## config.mk

```make
export PLATFORM = sky130hd
export DESIGN_NAME = uart_rx_core
export DESIGN_NICKNAME = d
export VERILOG_FILES = /design/src/rtl/uart_rx_core.sv
export SDC_FILE = /design/constraint.sdc
export NUM_CORES = 1
export LEC_CHECK = 0
export BUFFER_PORTS_ARGS = -buffer_cell sky130_fd_sc_hd__buf_2
export CAP_MARGIN = 10
export CORE_ASPECT_RATIO = 1.25
export CORE_MARGIN = 2
export CORE_UTILIZATION = 51
export CTS_BUF_LIST = sky130_fd_sc_hd__clkbuf_4 sky130_fd_sc_hd__clkbuf_8 sky130_fd_sc_hd__clkbuf_16
export CTS_CLUSTER_DIAMETER = 60
export CTS_CLUSTER_SIZE = 24
export DETAILED_ROUTE_END_ITERATION = 12
export PLACE_DENSITY = 0.72
export REMOVE_ABC_BUFFERS = 1
export SYNTH_ARGS = -nofsm -noshare
export SYNTH_HDL_FRONTEND = slang
export SYNTH_SLANG_ARGS = --single-unit
```

## constraint.sdc

```tcl
create_clock -name clk -period 2.9 [get_ports clk]
set_input_delay 0.29 -clock clk [delete_from_list [all_inputs] [get_ports clk]]
set_output_delay 0.29 -clock clk [all_outputs]
set_load 0.02 [all_outputs]
```

## src/rtl/uart_rx_core.sv

```systemverilog
// UART receive core: 16x oversampled line, 2-of-3 mid-bit vote, configurable
// frame format, frame/parity/break/overrun detection and a show-ahead FIFO.
module uart_rx_core #(
  parameter int CLK_FREQ   = 50_000_000,
  parameter int BAUD_RATE  = 115200,
  parameter int DATA_BITS  = 8,
  parameter int PARITY     = 0,
  parameter int STOP_BITS  = 1,
  parameter int FIFO_DEPTH = 4
) (
  input  logic                 clk,
  input  logic                 rst_n,
  input  logic                 uart_rx,
  output logic [DATA_BITS-1:0] m_data,
  output logic                 m_frame_err,
  output logic                 m_parity_err,
  output logic                 m_valid,
  input  logic                 m_ready,
  output logic                 overrun,
  output logic                 break_det,
  output logic                 busy
);

  localparam int DIV   = CLK_FREQ / (BAUD_RATE * 16);
  localparam int DIV_W = (DIV > 1) ? $clog2(DIV) : 1;
  localparam int PTR_W = (FIFO_DEPTH > 1) ? $clog2(FIFO_DEPTH) : 1;
  localparam int ENT_W = DATA_BITS + 2;
  localparam logic [3:0] LAST_DATA = 4'(DATA_BITS - 1);
  localparam logic [3:0] LAST_STOP = 4'(STOP_BITS - 1);

  if (DIV < 1) begin : g_bad_div
    $error("uart_rx_core: CLK_FREQ/(BAUD_RATE*16) must be at least 1");
  end
  if (DATA_BITS < 5 || DATA_BITS > 9) begin : g_bad_data_bits
    $error("uart_rx_core: DATA_BITS must be 5..9");
  end
  if (PARITY < 0 || PARITY > 2) begin : g_bad_parity
    $error("uart_rx_core: PARITY must be 0, 1 or 2");
  end
  if (STOP_BITS < 1 || STOP_BITS > 2) begin : g_bad_stop_bits
    $error("uart_rx_core: STOP_BITS must be 1 or 2");
  end
  if (FIFO_DEPTH < 2 || (FIFO_DEPTH & (FIFO_DEPTH - 1)) != 0) begin : g_bad_depth
    $error("uart_rx_core: FIFO_DEPTH must be a power of two >= 2");
  end

  // Two-flop synchroniser; idle-high reset value avoids a phantom start bit.
  logic rx_meta, rx_s;

  // NOTE: non-blocking assignments make both flops sample together; blocking
  // ones would collapse the synchroniser into a single stage.
  always_ff @(posedge clk or negedge rst_n) begin
    if (!rst_n) begin
      rx_meta <= 1'b1;
      rx_s    <= 1'b1;
    end else begin
      rx_meta <= uart_rx;
      rx_s    <= rx_meta;
    end
  end

  logic [DIV_W-1:0] div_cnt;
  logic             tick;

  assign tick = (div_cnt == DIV_W'(DIV - 1));

  always_ff @(posedge clk or negedge rst_n) begin
    if (!rst_n) div_cnt <= '0;
    else        div_cnt <= tick ? '0 : div_cnt + DIV_W'(1);
  end

  typedef enum logic [2:0] {
    S_IDLE,
    S_START,
    S_DATA,
    S_PARITY,
    S_STOP,
    S_BREAK_WAIT
  } state_t;

  state_t               state_q, state_d;
  logic [3:0]           scnt_q, scnt_d;
  logic [3:0]           bit_cnt_q, bit_cnt_d;
  logic [DATA_BITS-1:0] shift_q, shift_d;
  logic [1:0]           samp_q, samp_d;
  logic                 par_bit_q, par_bit_d;
  logic                 par_err_q, par_err_d;
  logic                 frm_err_q, frm_err_d;
  logic                 frame_done, break_hit;
  logic                 bit_val, exp_par;
  logic [ENT_W-1:0]     push_entry;

  assign bit_val = (samp_q[0] & samp_q[1]) | (samp_q[0] & rx_s) | (samp_q[1] & rx_s);
  assign exp_par = (PARITY == 1) ? ~(^shift_q) : ^shift_q;
  assign busy    = (state_q != S_IDLE);

  always_ff @(posedge clk or negedge rst_n) begin
    if (!rst_n) begin
      state_q   <= S_IDLE;
      scnt_q    <= '0;
      bit_cnt_q <= '0;
      shift_q   <= '0;
      samp_q    <= 2'b11;
      par_bit_q <= 1'b0;
      par_err_q <= 1'b0;
      frm_err_q <= 1'b0;
    end else begin
      state_q   <= state_d;
      scnt_q    <= scnt_d;
      bit_cnt_q <= bit_cnt_d;
      shift_q   <= shift_d;
      samp_q    <= samp_d;
      par_bit_q <= par_bit_d;
      par_err_q <= par_err_d;
      frm_err_q <= frm_err_d;
    end
  end

  // NOTE: every signal driven here gets a default first, so no path through
  // the case tree can infer a latch.
  always_comb begin
    state_d    = state_q;
    scnt_d     = scnt_q;
    bit_cnt_d  = bit_cnt_q;
    shift_d    = shift_q;
    samp_d     = samp_q;
    par_bit_d  = par_bit_q;
    par_err_d  = par_err_q;
    frm_err_d  = frm_err_q;
    frame_done = 1'b0;
    break_hit  = 1'b0;
    push_entry = '0;

    if (tick) begin
      unique case (state_q)
        S_IDLE: begin
          if (!rx_s) begin
            state_d   = S_START;
            scnt_d    = '0;
            bit_cnt_d = '0;
            par_bit_d = 1'b0;
            par_err_d = 1'b0;
            frm_err_d = 1'b0;
          end
        end
        S_BREAK_WAIT: begin
          if (rx_s) state_d = S_IDLE;
        end
        default: begin
          scnt_d = scnt_q + 4'd1;
          if (scnt_q == 4'd7) samp_d[0] = rx_s;
          if (scnt_q == 4'd8) samp_d[1] = rx_s;

          // Bit decision point: samples 7 and 8 are registered, 9 is live.
          if (scnt_q == 4'd9) begin
            case (state_q)
              S_START:  if (bit_val) state_d = S_IDLE;
              S_DATA:   shift_d = {bit_val, shift_q[DATA_BITS-1:1]};
              S_PARITY: begin
                par_bit_d = bit_val;
                par_err_d = (bit_val != exp_par);
              end
              S_STOP: begin
                frm_err_d = frm_err_q | ~bit_val;
                if (bit_cnt_q == LAST_STOP) begin
                  if (shift_q == '0 && !par_bit_q && !bit_val) begin
                    break_hit = 1'b1;
                    state_d   = S_BREAK_WAIT;
                  end else begin
                    frame_done = 1'b1;
                    push_entry = {frm_err_q | ~bit_val, par_err_q, shift_q};
                    state_d    = S_IDLE;
                  end
                end
              end
              default: ;
            endcase
          end

          if (scnt_q == 4'd15) begin
            case (state_q)
              S_START: begin
                state_d   = S_DATA;
                bit_cnt_d = '0;
              end
              S_DATA: begin
                if (bit_cnt_q == LAST_DATA) begin
                  state_d   = (PARITY != 0) ? S_PARITY : S_STOP;
                  bit_cnt_d = '0;
                end else begin
                  bit_cnt_d = bit_cnt_q + 4'd1;
                end
              end
              S_PARITY: begin
                state_d   = S_STOP;
                bit_cnt_d = '0;
              end
              S_STOP:  bit_cnt_d = bit_cnt_q + 4'd1;
              default: ;
            endcase
          end
        end
      endcase
    end
  end

  // Receive FIFO: show-ahead, head entry gated to zero while empty.
  logic [ENT_W-1:0] mem [FIFO_DEPTH];
  logic [PTR_W-1:0] wr_ptr, rd_ptr;
  logic [PTR_W:0]   count;
  logic             full, pop, do_push;

  assign m_valid = (count != '0);
  assign full    = (count == (PTR_W+1)'(FIFO_DEPTH));
  assign pop     = m_valid && m_ready;
  assign do_push = frame_done && (!full || pop);

  assign {m_frame_err, m_parity_err, m_data} = m_valid ? mem[rd_ptr] : '0;

  // NOTE: storage has no reset; occupancy is tracked by count, and the
  // outputs are masked while empty, so stale contents are never visible.
  always_ff @(posedge clk) begin
    if (do_push) mem[wr_ptr] <= push_entry;
  end

  always_ff @(posedge clk or negedge rst_n) begin
    if (!rst_n) begin
      wr_ptr    <= '0;
      rd_ptr    <= '0;
      count     <= '0;
      overrun   <= 1'b0;
      break_det <= 1'b0;
    end else begin
      overrun   <= frame_done && full && !pop;
      break_det <= break_hit;
      if (do_push) wr_ptr <= wr_ptr + PTR_W'(1);
      if (pop)     rd_ptr <= rd_ptr + PTR_W'(1);
      case ({do_push, pop})
        2'b10:   count <= count + (PTR_W+1)'(1);
        2'b01:   count <= count - (PTR_W+1)'(1);
        default: ;
      endcase
    end
  end

endmodule

```

==> results of run 1 <==
routing by layer:
layer	part of all wire (%)	GRT usage, %	wire (um)	vias to the layer above
met5	0	0	0	-
met4	1.8	6.65	115	0
met3	3.8	3.85	239	13
met2	52	30.0	3300	54
met1	42	22.5	2690	1122
li1	-	-	-	1132
worst max-delay path, delay by kind of cell (launching register included):
family	cells	cell delay, ps
buffers and inverters	1	180
adders and majority gates	2	760
DFF	1	410
xor gates and xnor gates	1	140
AOI/OAI and AO/OA	1	100
and+or+nand+nor	4	750
final timing paths:
path / start / endpoint / slack [ps] / cells past startpoint
max in group asynchronous: rst_n / div_cnt[3] / 2290 / 1
hold reg to reg: rx_meta / rx_s / 360 / 0
min in group asynchronous: rst_n / scnt_q[2] / 50 / 1
setup / recovery: rx_s / count[2] / 460 / 9
setup reg to reg: rx_s / count[2] / 460 / 9
hold / removal: uart_rx / rx_meta / 40 / 1
logic make-up after synthesis:
family                   share of synthesized area (%)
flip-flops                                        57.9
buffers and inverters                             3.77
multiplexers                                      7.71
AO/OA/AOI/OAI                                     7.02
adder cells (fa/ha/maj)                           5.74
XOR/XNOR                                          2.99
AND/OR/NAND/NOR                                   14.9
power by group:
group	internal, mW	leakage (nW)	switching (mW)
registers	1.22	0.976	0.104
clock network	0.330	0.0973	0.442
logic	0.131	0.674	0.0986
total	1.68	1.75	0.644
flip-flops by register name (all words and copies together), names as in the netlist, 2 cells and up:
register   count
bit_cnt_q      4
count          3
div_cnt        5
mem           40
rd_ptr         2
samp_q         2
scnt_q         4
shift_q        8
state_q        3
wr_ptr         2
synthesized netlist by cell type (2+ instances only):
master / instances / area, um2
mux2_2: 2 / 22.5
xnor2_1: 12 / 105
mux2i_1: 2 / 20.0
dfrtp_1: 36 / 901
nor3_1: 7 / 35.0
or4b_1: 2 / 20.0
dfstp_2: 4 / 105
and2_1: 11 / 68.8
nand3_1: 8 / 40.0
clkbuf_1: 7 / 26.3
ha_1: 15 / 188
nor2_1: 21 / 78.8
and3_1: 4 / 25.0
inv_1: 24 / 90.1
nand2_1: 22 / 82.6
a21oi_1: 8 / 40.0
or3_1: 4 / 25.0
edfxtp_1: 40 / 1200
nand4b_1: 3 / 26.3
mux4_2: 10 / 225
nor3b_1: 2 / 15.0
buf_2: 4 / 20.0
o21ai_0: 25 / 125
layout make-up:
type,count,area share [%]
inverter,25,2.25
multi-input combinational,191,35.1
clock buffer,9,2.97
sequential,80,52.9
timing repair buffer,20,2.58
clock inverter,7,1.44
tap,92,2.76
stage by stage:
step	cells	total power [mW]
after floorplan	296	1.51
after global placement	408	1.58
after detailed placement	408	1.59
after CTS	424	2.36
after global routing	424	2.44
final	424	2.33
==> reports/metrics.csv, run 1 <==
metric;value;unit
setup_violations;0;
worstPathMaxFanout;12;
clockBufferDepth;2;
cts_setup_buffers;0;
dieArea;8190;um2
drive_gt1_share;19.0;%
slowest_delay;410;ps
fin_ws;461;ps
place_area;3990;um2
tightest_slew;891;ps
ys_ff_latch;80;
fp-row-count;35;
layout_commonest_cell;edfxtp_1;
start_util;52.1;%
preCtsSetupSlack;472;ps
grt_overflow_total;0;
fin_crit_sh;84.1;%
grt_pass1_wl;11.0;mm
maxCapViolations;0;
drt_first_pass_iters;4;
insertion_delay;360;ps
yosysUniqueCellTypes;58;
cts.clk_slew.worst_paths;90;ps
drtIter0Drc;100;
min_period;2440;ps
post_drt_wl_per_cell;15.0;um
insertedDiodeCount;0;
drc;0;
hp-class;in -> reg;
power_leakage;1.75;nW
grt_max_degree;41;
ioPinCount;18;
p_per_area;558;nW/um2
critPathSlowestCell;dfstp_2;
ant_nets;0;
die-height;101;um
antenna_found_initial;0;
hold_buffers;0;
nFillCells;617;
hold-worst-slack;36.5;ps
maxClockFrequency;0.410;GHz
synth_edf_count;40;
vias;2321;
vdd_drop_max;321;uV
vias_per_cell;5.47;
most-common-layout-cells;edfxtp_1 (40), dfrtp_1 (36), o21ai_0 (25), inv_1 (24), nand2_1 (22);
final_util;57.0;%
async_reset_ff_share;50.0;%
areaGrowthSynthToFinish;9.35;%
avgSynthCellArea;12.4;um2
arrival;2690;ps
outcome;complete, no violations;
synth_ff_type;edfxtp_1;
end_kind;flip-flop;
wirelength;6.35;mm
finalInstanceArea;4170;um2
slew_headroom;40.6;%
synth_cells;308;
multi_input_area;1460;um2
tns;0;ps
synth_area;3810;um2
cts_buffers;9;
htreeDepth;3;
yosys_warnings;0;
fp.dieW;81.3;um
fin_skew;14.3;ps
seq_area_frac_synth;57.9;%
final_nets;347;
cp.required;3150;ps
core_area;7310;um2
ctsResizeCount;0;
grt_setup_unrepaired;false;
dp_hpwl;4.47;mm
criticalPathCategory;reg -> reg;
grt_use_total;17.8;%
cts_tree;done;
cp-start-kind;flip-flop;
globalplace.congestion;0.798;
crit_path_cell_trace;maj3_2 > and4bb_4 > nor3_4 > inv_2 > nand2_1 > fa_1 > nor3b_1 > a21oi_1 > xnor2_1;
io_buffers;17;
root_buffer;clkbuf_8;
hold_viol;0;
regArea;2210;um2
grt_pass1_vias;2305;
cts_num_sinks;80;
drv_slew;0;
(Power assumes the default switching activity.)
==> run 2, diff against run 1 <==
==> constraint.sdc (replaced) <==
create_clock -name clk -period 2.3 [get_ports clk]
set_input_delay 0.23 -clock clk [delete_from_list [all_inputs] [get_ports clk]]
set_output_delay 0.23 -clock clk [all_outputs]
set_load 0.02 [all_outputs]
==> run 2 against run 1 <==
  * The run now ends with hold timing left
  * Fmax increased by 12%
  * Largest power group unchanged
  * Power increased by 34%
  * Cell count increased by 3.5%
  * Largest cell class unchanged
==> reports/metrics.csv, run 2 (synthesized netlist as in run 1, its figures left out) <==
metric;value;unit
outcome;finished, violations left;
violations;hold timing;
tns;0;ps
clockBufferDepth;2;
setup_violations;0;
insertedDiodeCount;0;
vias_per_cell;5.45;
wirelength;6.64;mm
maxClockFrequency;0.458;GHz
grt_use_total;18.7;%
slowest_delay;420;ps
place_inst;422;
slew_headroom;38.6;%
grt_max_degree;41;
ant_nets;0;
fp-row-count;35;
tightest_slew;921;ps
cp-start-kind;flip-flop;
cts_buffers;9;
drive_gt1_share;23.1;%
layout_commonest_cell;edfxtp_1;
drv_slew;0;
vias;2391;
cts_tree;done;
dieArea;8190;um2
insertion_delay;350;ps
reg.largest.list;mem (40), shift_q (8), div_cnt (5);
drtIter0Drc;201;
cp.required;2540;ps
path_buf_inv;1;
ff2ff_path_depth;9;
p_seq_share;52.5;%
start_util;52.1;%
ioPinCount;18;
cp_top_family;adder cells;
fin_cells;439;
grt_overflow_total;0;
finalInstanceArea;4380;um2
fin_crit_sh;95.0;%
arrival;2430;ps
globalplace.congestion;0.784;
post_drt_wl_per_cell;15.1;um
antenna_found_initial;0;
criticalPathCategory;reg -> reg;
combPwrFrac;13.0;%
fp.dieW;81.3;um
fin_total_pwr;3.11;mW
place_area;4150;um2
power_frac_clock;34.5;%
drt_first_pass_iters;4;
hold-worst-slack;-1.02;ps
regToRegSetupSlack;110;ps
die-height;101;um
end_kind;flip-flop;
maxCapViolations;0;
r2r_start;rx_s;
largest_reg_flops;40;
min_period;2190;ps
cts.clk_slew.worst_paths;90;ps
core_area;7310;um2
grt_pass1_vias;2513;
r2r_end;count[2];
dp_hpwl;4.69;mm
worstSetupStartpoint;rx_s;
p_int;2.28;mW
switching_share;26.6;%
power_leakage;1.85;nW
critPathSlowestCell;fa_1;
io_buffers;17;
final_nets;362;
cts_num_sinks;80;
crit_path_cell_trace;maj3_2 > and4bb_4 > nor3_4 > inv_2 > nand2_1 > fa_1 > nor3b_2 > a21oi_1 > xnor2_1;
worstPathMaxFanout;8;
hp-class;in -> async;
p_switching;0.829;mW
fin_skew;13.6;ps
top_register;mem;
grt_pass1_wl;11.6;mm
htreeDepth;3;
hold_viol;1;
drc;0;
most-common-layout-cells;edfxtp_1 (40), dfrtp_1 (36), o21ai_0 (25), inv_1 (24), nand2_1 (22);
p_per_area;710;nW/um2
vdd_drop_max;389;uV
root_buffer;clkbuf_8;
areaGrowthSynthToFinish;15.0;%
run 2: cell types whose count changed in the layout (fill, tap and decap cells not counted):
cell	before	now
nand3_2	0	1
inv_6	5	4
nor3b_1	2	1
dlygate4sd3_1	0	1
nand3_1	8	7
ha_2	0	1
ha_1	15	14
buf_12	0	5
nor3b_2	0	1
clkinv_4	0	1
buf_4	3	12
clkinv_2	1	0
bufinv_16	0	1
run 2: worst reg2reg max path: stages (launching register included):
cell and delay [ps]:
dfstp_2 410, maj3_2 300, and4bb_4 370, nor3_4 60, inv_2 50, nand2_1 60
fa_1 420, nor3b_2 200, a21oi_1 100, xnor2_1 120
run 2: area by class of cell:
type	instances	area (um2)
Tap cell	92	115
Inverter	25	93.8
Clock inverter	7	85.1
Sequential cell	80	2210
Fill cell	593	2930
Multi-Input combinational cell	191	1470
Clock buffer	9	124
Timing Repair Buffer	35	285
run 2: repair_timing:
item	in CTS	in global routing
buffers inserted	0	0
endpoints found under the hold margin	1	0
endpoints found under the setup margin	0	1
gates resized for setup	0	3
hold buffers	1	0
run 2: per-stage QoR:
stage	setup WS [ps]	hold slack (ps)	util, %
after floorplan	24.8	-65.6	-
after global placement	177	337	56.8
after detailed placement	122	340	56.8
after CTS	107	23.2	59.8
after global routing	-15.6	82.1	59.9
final	115	-1.02	59.9
run 2: how the worst max path moves through the flow:
stage | cells past startpoint | end
after floorplan | 9 | count[2]
after global placement | 9 | count[2]
after detailed placement | 11 | count[2]
after CTS | 9 | count[2]
after global routing | 11 | count[2]
final | 9 | count[2]
run 2: metal layers:
metal,vias up,track usage (%),wire [um]
met2,46,32.4,3570
met1,1169,23.0,2740
met4,0,7.04,104
met5,-,0,0
li1,1167,-,-
met3,9,3.49,226
run 2: power groups by stage:
stage                     clock [mW]  combinational (mW)  sequential (mW)
after detailed placement           0               0.397             1.66
after global routing            1.16               0.443             1.64
after floorplan                    0               0.237             1.67
final                           1.08               0.404             1.63
after CTS                       1.10               0.404             1.63
after global placement             0               0.384             1.66
